==> src/rtl/p1_pkg.sv <==
// p1_pkg -- shared definitions for the p1 truth-table BIST.
//   state_t : 3-bit FSM state encoding used by p1_bist
//   NUM_VEC : number of input vectors swept (all combinations of a,b,c,d)
//   VEC_W   : width of the vector index {a,b,c,d}
package p1_pkg;

    localparam int NUM_VEC = 16;
    localparam int VEC_W   = 4;

    typedef enum logic [2:0] {
        ST_IDLE    = 3'd0,
        ST_APPLY   = 3'd1,
        ST_SAMPLE  = 3'd2,
        ST_ADVANCE = 3'd3,
        ST_DONE    = 3'd4
    } state_t;

endpackage

==> src/rtl/p1_settle_cnt.sv <==
// p1_settle_cnt -- loadable down-counter that times how long a vector is held
// before the response is sampled.
// Ports:
//   clk      : clock, rising edge
//   rst      : synchronous active-high reset (count to 0)
//   load     : load load_val on the next edge
//   load_val : value loaded (hold length minus one)
//   cnt      : current count
//   expire   : high while the count has reached 0
module p1_settle_cnt (
    input  logic       clk,
    input  logic       rst,
    input  logic       load,
    input  logic [3:0] load_val,
    output logic [3:0] cnt,
    output logic       expire
);

    // Counts down freely and parks at zero; the FSM only looks at expire
    // while it is in APPLY, right after a load.
    always_ff @(posedge clk) begin
        if (rst) begin
            cnt <= 4'd0;
        end else if (load) begin
            cnt <= load_val;
        end else if (cnt != 4'd0) begin
            cnt <= cnt - 4'd1;
        end
    end

    assign expire = (cnt == 4'd0);

endmodule

==> src/rtl/p1_bist.sv <==
// p1_bist -- sweeps all 16 input vectors of the 4-input p1 device, holds each
// enabled vector for SETTLE cycles, samples the response and compares it with
// a latched golden truth table.
// Ports:
//   clk, rst            : clock and synchronous active-high reset
//   start               : one-cycle sweep request, honoured only when idle
//   expected[15:0]      : golden truth table (bit i = expected q for vector i)
//   vec_mask[15:0]      : bit i = 1 checks vector i, 0 skips it
//   q_in                : response of the device under test
//   a, b, c, d          : registered stimulus, {a,b,c,d} = current vector index
//   busy                : high whenever not idle
//   done                : one-cycle pulse at the end of a sweep
//   pass                : no enabled vector mismatched (valid from done on)
//   err_cnt[4:0]        : number of mismatching enabled vectors
//   fail_idx[3:0]       : first mismatching vector index, 0 if none
//   resp[15:0]          : captured responses, skipped vectors read 0
module p1_bist
    import p1_pkg::*;
#(
    parameter int SETTLE = 2
) (
    input  logic        clk,
    input  logic        rst,
    input  logic        start,
    input  logic [15:0] expected,
    input  logic [15:0] vec_mask,
    input  logic        q_in,
    output logic        a,
    output logic        b,
    output logic        c,
    output logic        d,
    output logic        busy,
    output logic        done,
    output logic        pass,
    output logic [4:0]  err_cnt,
    output logic [3:0]  fail_idx,
    output logic [15:0] resp
);

    localparam logic [3:0]       SETTLE_LD = 4'(SETTLE - 1);
    localparam logic [VEC_W-1:0] LAST_IDX  = VEC_W'(NUM_VEC - 1);

    state_t             state;
    state_t             state_nxt;
    logic [VEC_W-1:0]   idx;
    logic [VEC_W-1:0]   vec;
    logic [NUM_VEC-1:0] exp_lat;
    logic [NUM_VEC-1:0] mask_lat;
    logic               settle_load;
    logic               settle_expire;
    logic [3:0]         settle_cnt;

    p1_settle_cnt u_settle (
        .clk      (clk),
        .rst      (rst),
        .load     (settle_load),
        .load_val (SETTLE_LD),
        .cnt      (settle_cnt),
        .expire   (settle_expire)
    );

    always_comb begin
        state_nxt   = state;
        settle_load = 1'b0;
        busy        = (state != ST_IDLE);
        done        = (state == ST_DONE);
        case (state)
            ST_IDLE:    if (start) state_nxt = ST_APPLY;
            ST_APPLY: begin
                // Skipped vectors spend a single cycle here, with no sampling.
                if (!mask_lat[idx])     state_nxt = ST_ADVANCE;
                else if (settle_expire) state_nxt = ST_SAMPLE;
            end
            ST_SAMPLE:  state_nxt = ST_ADVANCE;
            ST_ADVANCE: state_nxt = (idx == LAST_IDX) ? ST_DONE : ST_APPLY;
            ST_DONE:    state_nxt = ST_IDLE;
            default:    state_nxt = ST_IDLE;
        endcase
        // Arm the hold timer on every entry into APPLY so it reads SETTLE-1
        // in the first APPLY cycle and expires after SETTLE cycles.
        if (state_nxt == ST_APPLY && state != ST_APPLY) settle_load = 1'b1;
    end

    // Golden table and mask are snapshots taken when a sweep is accepted.
    always_ff @(posedge clk) begin
        if (state == ST_IDLE && start) begin
            exp_lat  <= expected;
            mask_lat <= vec_mask;
        end
    end

    always_ff @(posedge clk) begin
        if (rst) begin
            state    <= ST_IDLE;
            idx      <= '0;
            vec      <= '0;
            pass     <= 1'b0;
            err_cnt  <= 5'd0;
            fail_idx <= 4'd0;
            resp     <= 16'd0;
        end else begin
            state <= state_nxt;
            case (state)
                ST_IDLE: begin
                    if (start) begin
                        idx      <= '0;
                        vec      <= '0;
                        pass     <= 1'b0;
                        err_cnt  <= 5'd0;
                        fail_idx <= 4'd0;
                        resp     <= 16'd0;
                    end
                end
                ST_SAMPLE: begin
                    resp[idx] <= q_in;
                    if (q_in != exp_lat[idx]) begin
                        err_cnt <= err_cnt + 5'd1;
                        // err_cnt still zero means this is the first mismatch.
                        if (err_cnt == 5'd0) fail_idx <= idx;
                    end
                end
                ST_ADVANCE: begin
                    if (idx == LAST_IDX) begin
                        vec  <= '0;
                        pass <= (err_cnt == 5'd0);
                    end else begin
                        idx <= idx + 1'b1;
                        vec <= idx + 1'b1;
                    end
                end
                default: ;
            endcase
        end
    end

    assign {a, b, c, d} = vec;

endmodule

==> config.mk <==
export PLATFORM = sky130hd
export DESIGN_NAME = p1_bist
export DESIGN_NICKNAME = d
export VERILOG_FILES = /design/src/rtl/p1_pkg.sv /design/src/rtl/p1_settle_cnt.sv /design/src/rtl/p1_bist.sv
export SDC_FILE = /design/constraint.sdc
export NUM_CORES = 1
export LEC_CHECK = 0
export CAP_MARGIN = 40
export CORE_MARGIN = 1
export CORE_UTILIZATION = 55
export DETAILED_ROUTE_END_ITERATION = 6
export GPL_TIMING_DRIVEN = 0
export PLACE_DENSITY_LB_ADDON = 0.08
export SLEW_MARGIN = 30
export SYNTH_ARGS = -nofsm -noshare
export SYNTH_HDL_FRONTEND = slang
export SYNTH_SLANG_ARGS = --single-unit
==> constraint.sdc <==
create_clock -name clk -period 6.5 [get_ports clk]
set_input_delay 0.975 -clock clk [delete_from_list [all_inputs] [get_ports clk]]
set_output_delay 0.975 -clock clk [all_outputs]
set_load 0.02 [all_outputs]
==> results_dict.tcl <==
set metrics [dict create \
    die_w_um 79.1 \
    postCtsSetupBuffers 0 \
    cts-root-buf "clkbuf_8" \
    layout.nets 407 \
    synth_edf_count 32 \
    die-height_um 79.1 \
    yosys.cell_types.count 46 \
    finalSetupViolCount 0 \
    fin_crit_ns 2.63 \
    crit_start "state[2]" \
    cap_violations 0 \
    arrival_ns 1.66 \
    finalPower_mw 1.22 \
    worstHoldStart "fail_idx[0]" \
    via_count 2596 \
    tns_ns 0 \
    cts.clk_slew.worst_paths_ns 0.07 \
    ant_nets 0 \
    yosysTopAreaCellShare 0.294 \
    first_pass_iters 5 \
    syn_to_final_growth_pct 28.3 \
    drt_iter0_drc 200 \
    holdBufCountCts 0 \
    ff2ff_path_depth 7 \
    power_leakage_nw 1.43 \
    finalWirelength_mm 7.10 \
    syn_nets 329 \
    tightest_slew_ns 0.792 \
    slew_headroom 0.465 \
    placed_cell_area_um2 4030 \
    holdWs_ns 0.462 \
    grt_pass1_wl_mm 11.5 \
    vdd_drop_max_mv 0.275 \
    htree_levels 3 \
    synth.avg_cell_area_um2 11.4 \
    overflow 0 \
    fin_skew_ns 0.00565 \
    place.gp.congestion 0.876 \
    yosysTopAreaCell "edfxtp_1" \
    cts_tree "built" \
    cts_buffers 9 \
    fp-row-count 27 \
    insertion_delay_ns 0.34 \
    hold_class "reg2reg" \
    yosysMostFrequentCell "dfxtp_1" \
    max_stage_delay_ns 0.64 \
    power.density_nw_per_um2 291 \
    initial_utilization 0.583 \
    cts_max_path_buffers 2 \
    outcome "finished, final reports clean" \
    antenna_found_initial 0 \
    min_delay_path_depth 2 \
    ys_ff_latch 73 \
    crit_chain "nor3b_1, clkdlybuf4s50_1" \
    globalRouteMet1Util 0.299 \
    drive_above_1_share 0.0921 \
    cts.repair.resized 0 \
    synth_seq_area_share 0.545 \
    worstPathMaxFanout 7 \
    finalHoldViolCount 0 \
    crit_required_ns 5.52 \
    drc_errors 0 \
    seq_area_um2 1780 \
    core_area_um2 5610 \
    antenna_cells 0 \
    vias_per_cell 5.89 \
    grt.busiest_layer "met2" \
    reg2reg_from "idx[1]" \
    rsz0062_at_grt "false" \
    fin_crit_sh 0.405 \
    fmax_ghz 0.380 \
    cp_slowest_cell "clkdlybuf4s50_1" \
    crit_path_end_kind "primary output" \
    synthCells 286 \
    design_area_um2 4190 \
    grt_pass1_vias 2489 \
    syn_area_um2 3270 \
    fin_util 0.747 \
    grt.total_usage 0.244 \
    multi_input_area_um2 1360 \
    portBuffers 67 \
    ys_top_cells_by_area "edfxtp_1 (29%), dfxtp_1 (25%), a21oi_1 (4.9%)" \
    slew_violations 0 \
    grt_start_max_net_pins 40 \
    synth_ff_type "dfxtp_1" \
    synth_common_cells "dfxtp_1 (41), a21oi_1 (32), edfxtp_1 (32)" \
    numClockSinks 73 \
    pin_count 68 \
    avgRoutedWirePerCell_um 16.1 \
    dieArea_um2 6250 \
    yosysWarnings 0 \
    hpwl_mm 4.94 \
    num-fill-cells 414 \
    start_kind "register" \
    grt_util_met3 0.0517 \
    grt_use_met2 0.400 \
    worstSetupPathType "reg2out" \
    async_flop_share 0 \
]
## kinds of logic (layout without fill, tap and decap cells)
family,Yosys count,after routing,share of synthesized area
compound gates,59,59,0.116
xor+xnor,4,4,0.0107
fa+ha+maj,7,7,0.0268
buf+inv,27,110,0.0371
flops,73,73,0.545
mux,26,26,0.119
simple gates,90,90,0.146
## metrics by stage
step / setup slack [ns] / cells
2_1_floorplan: 4.10 / 286
3_3_place_gp: 3.19 / 425
3_5_place_dp: 3.66 / 425
4_1_cts: 3.83 / 441
5_1_grt: 3.79 / 441
6_report: 3.87 / 441
## worst max-delay path, delay by kind of cell, from the launching register on
family	cells	cell delay [ns]
AND/OR/NAND/NOR	1	0.23
buffers and inverters	1	0.64
flip-flops	1	0.45
## layer usage
metal | share of wire | wire length (um)
met5 | 0 | 0
met2 | 0.48 | 3440
met3 | 0.069 | 491
met1 | 0.42 | 2990
met4 | 0.027 | 189
## worst paths after layout
path / endpoint / slack, ns
setup reg to reg: err_cnt[4] / 4.14
hold reg to reg: fail_idx[0] / 0.46
setup / recovery: done / 3.87
hold / removal: fail_idx[0] / 0.46
## final cells by class
class	instances	share of cell area
Clock inverter	6	0.00866
Inverter	8	0.00716
Multi-Input combinational cell	186	0.325
Clock buffer	10	0.0304
Timing Repair Buffer	67	0.160
Tap cell	72	0.0215
Buffer	19	0.0218
Sequential cell	73	0.425
## power breakdown
part / internal (mW) / switching [mW]
combinational: 0.125 / 0.197
clock: 0.137 / 0.167
sequential: 0.565 / 0.0314
## flip-flops by register name, summed over array words and instances (netlist names), 4 cells and up
| name | flops |
|---|---|
| u_settle.cnt | 4 |
| vec | 4 |
| exp_lat | 16 |
| err_cnt | 5 |
| resp | 16 |
| idx | 4 |
| fail_idx | 4 |
| mask_lat | 16 |
## layout by cell type (no fill, tap or decap), types with 6 or more instances in the layout
| cell type | n |
|---|---|
| nand2_1 | 23 |
| dfxtp_1 | 41 |
| clkbuf_1 | 15 |
| nand3_1 | 8 |
| ha_1 | 7 |
| clkbuf_8 | 9 |
| nand4_1 | 17 |
| mux2_2 | 6 |
| nor2_1 | 14 |
| clkdlybuf4s50_1 | 67 |
| edfxtp_1 | 32 |
| mux2i_1 | 8 |
| o211ai_1 | 11 |
| a21oi_1 | 32 |
| inv_1 | 7 |
No activity file was read; power rests on OpenSTA's default activity.
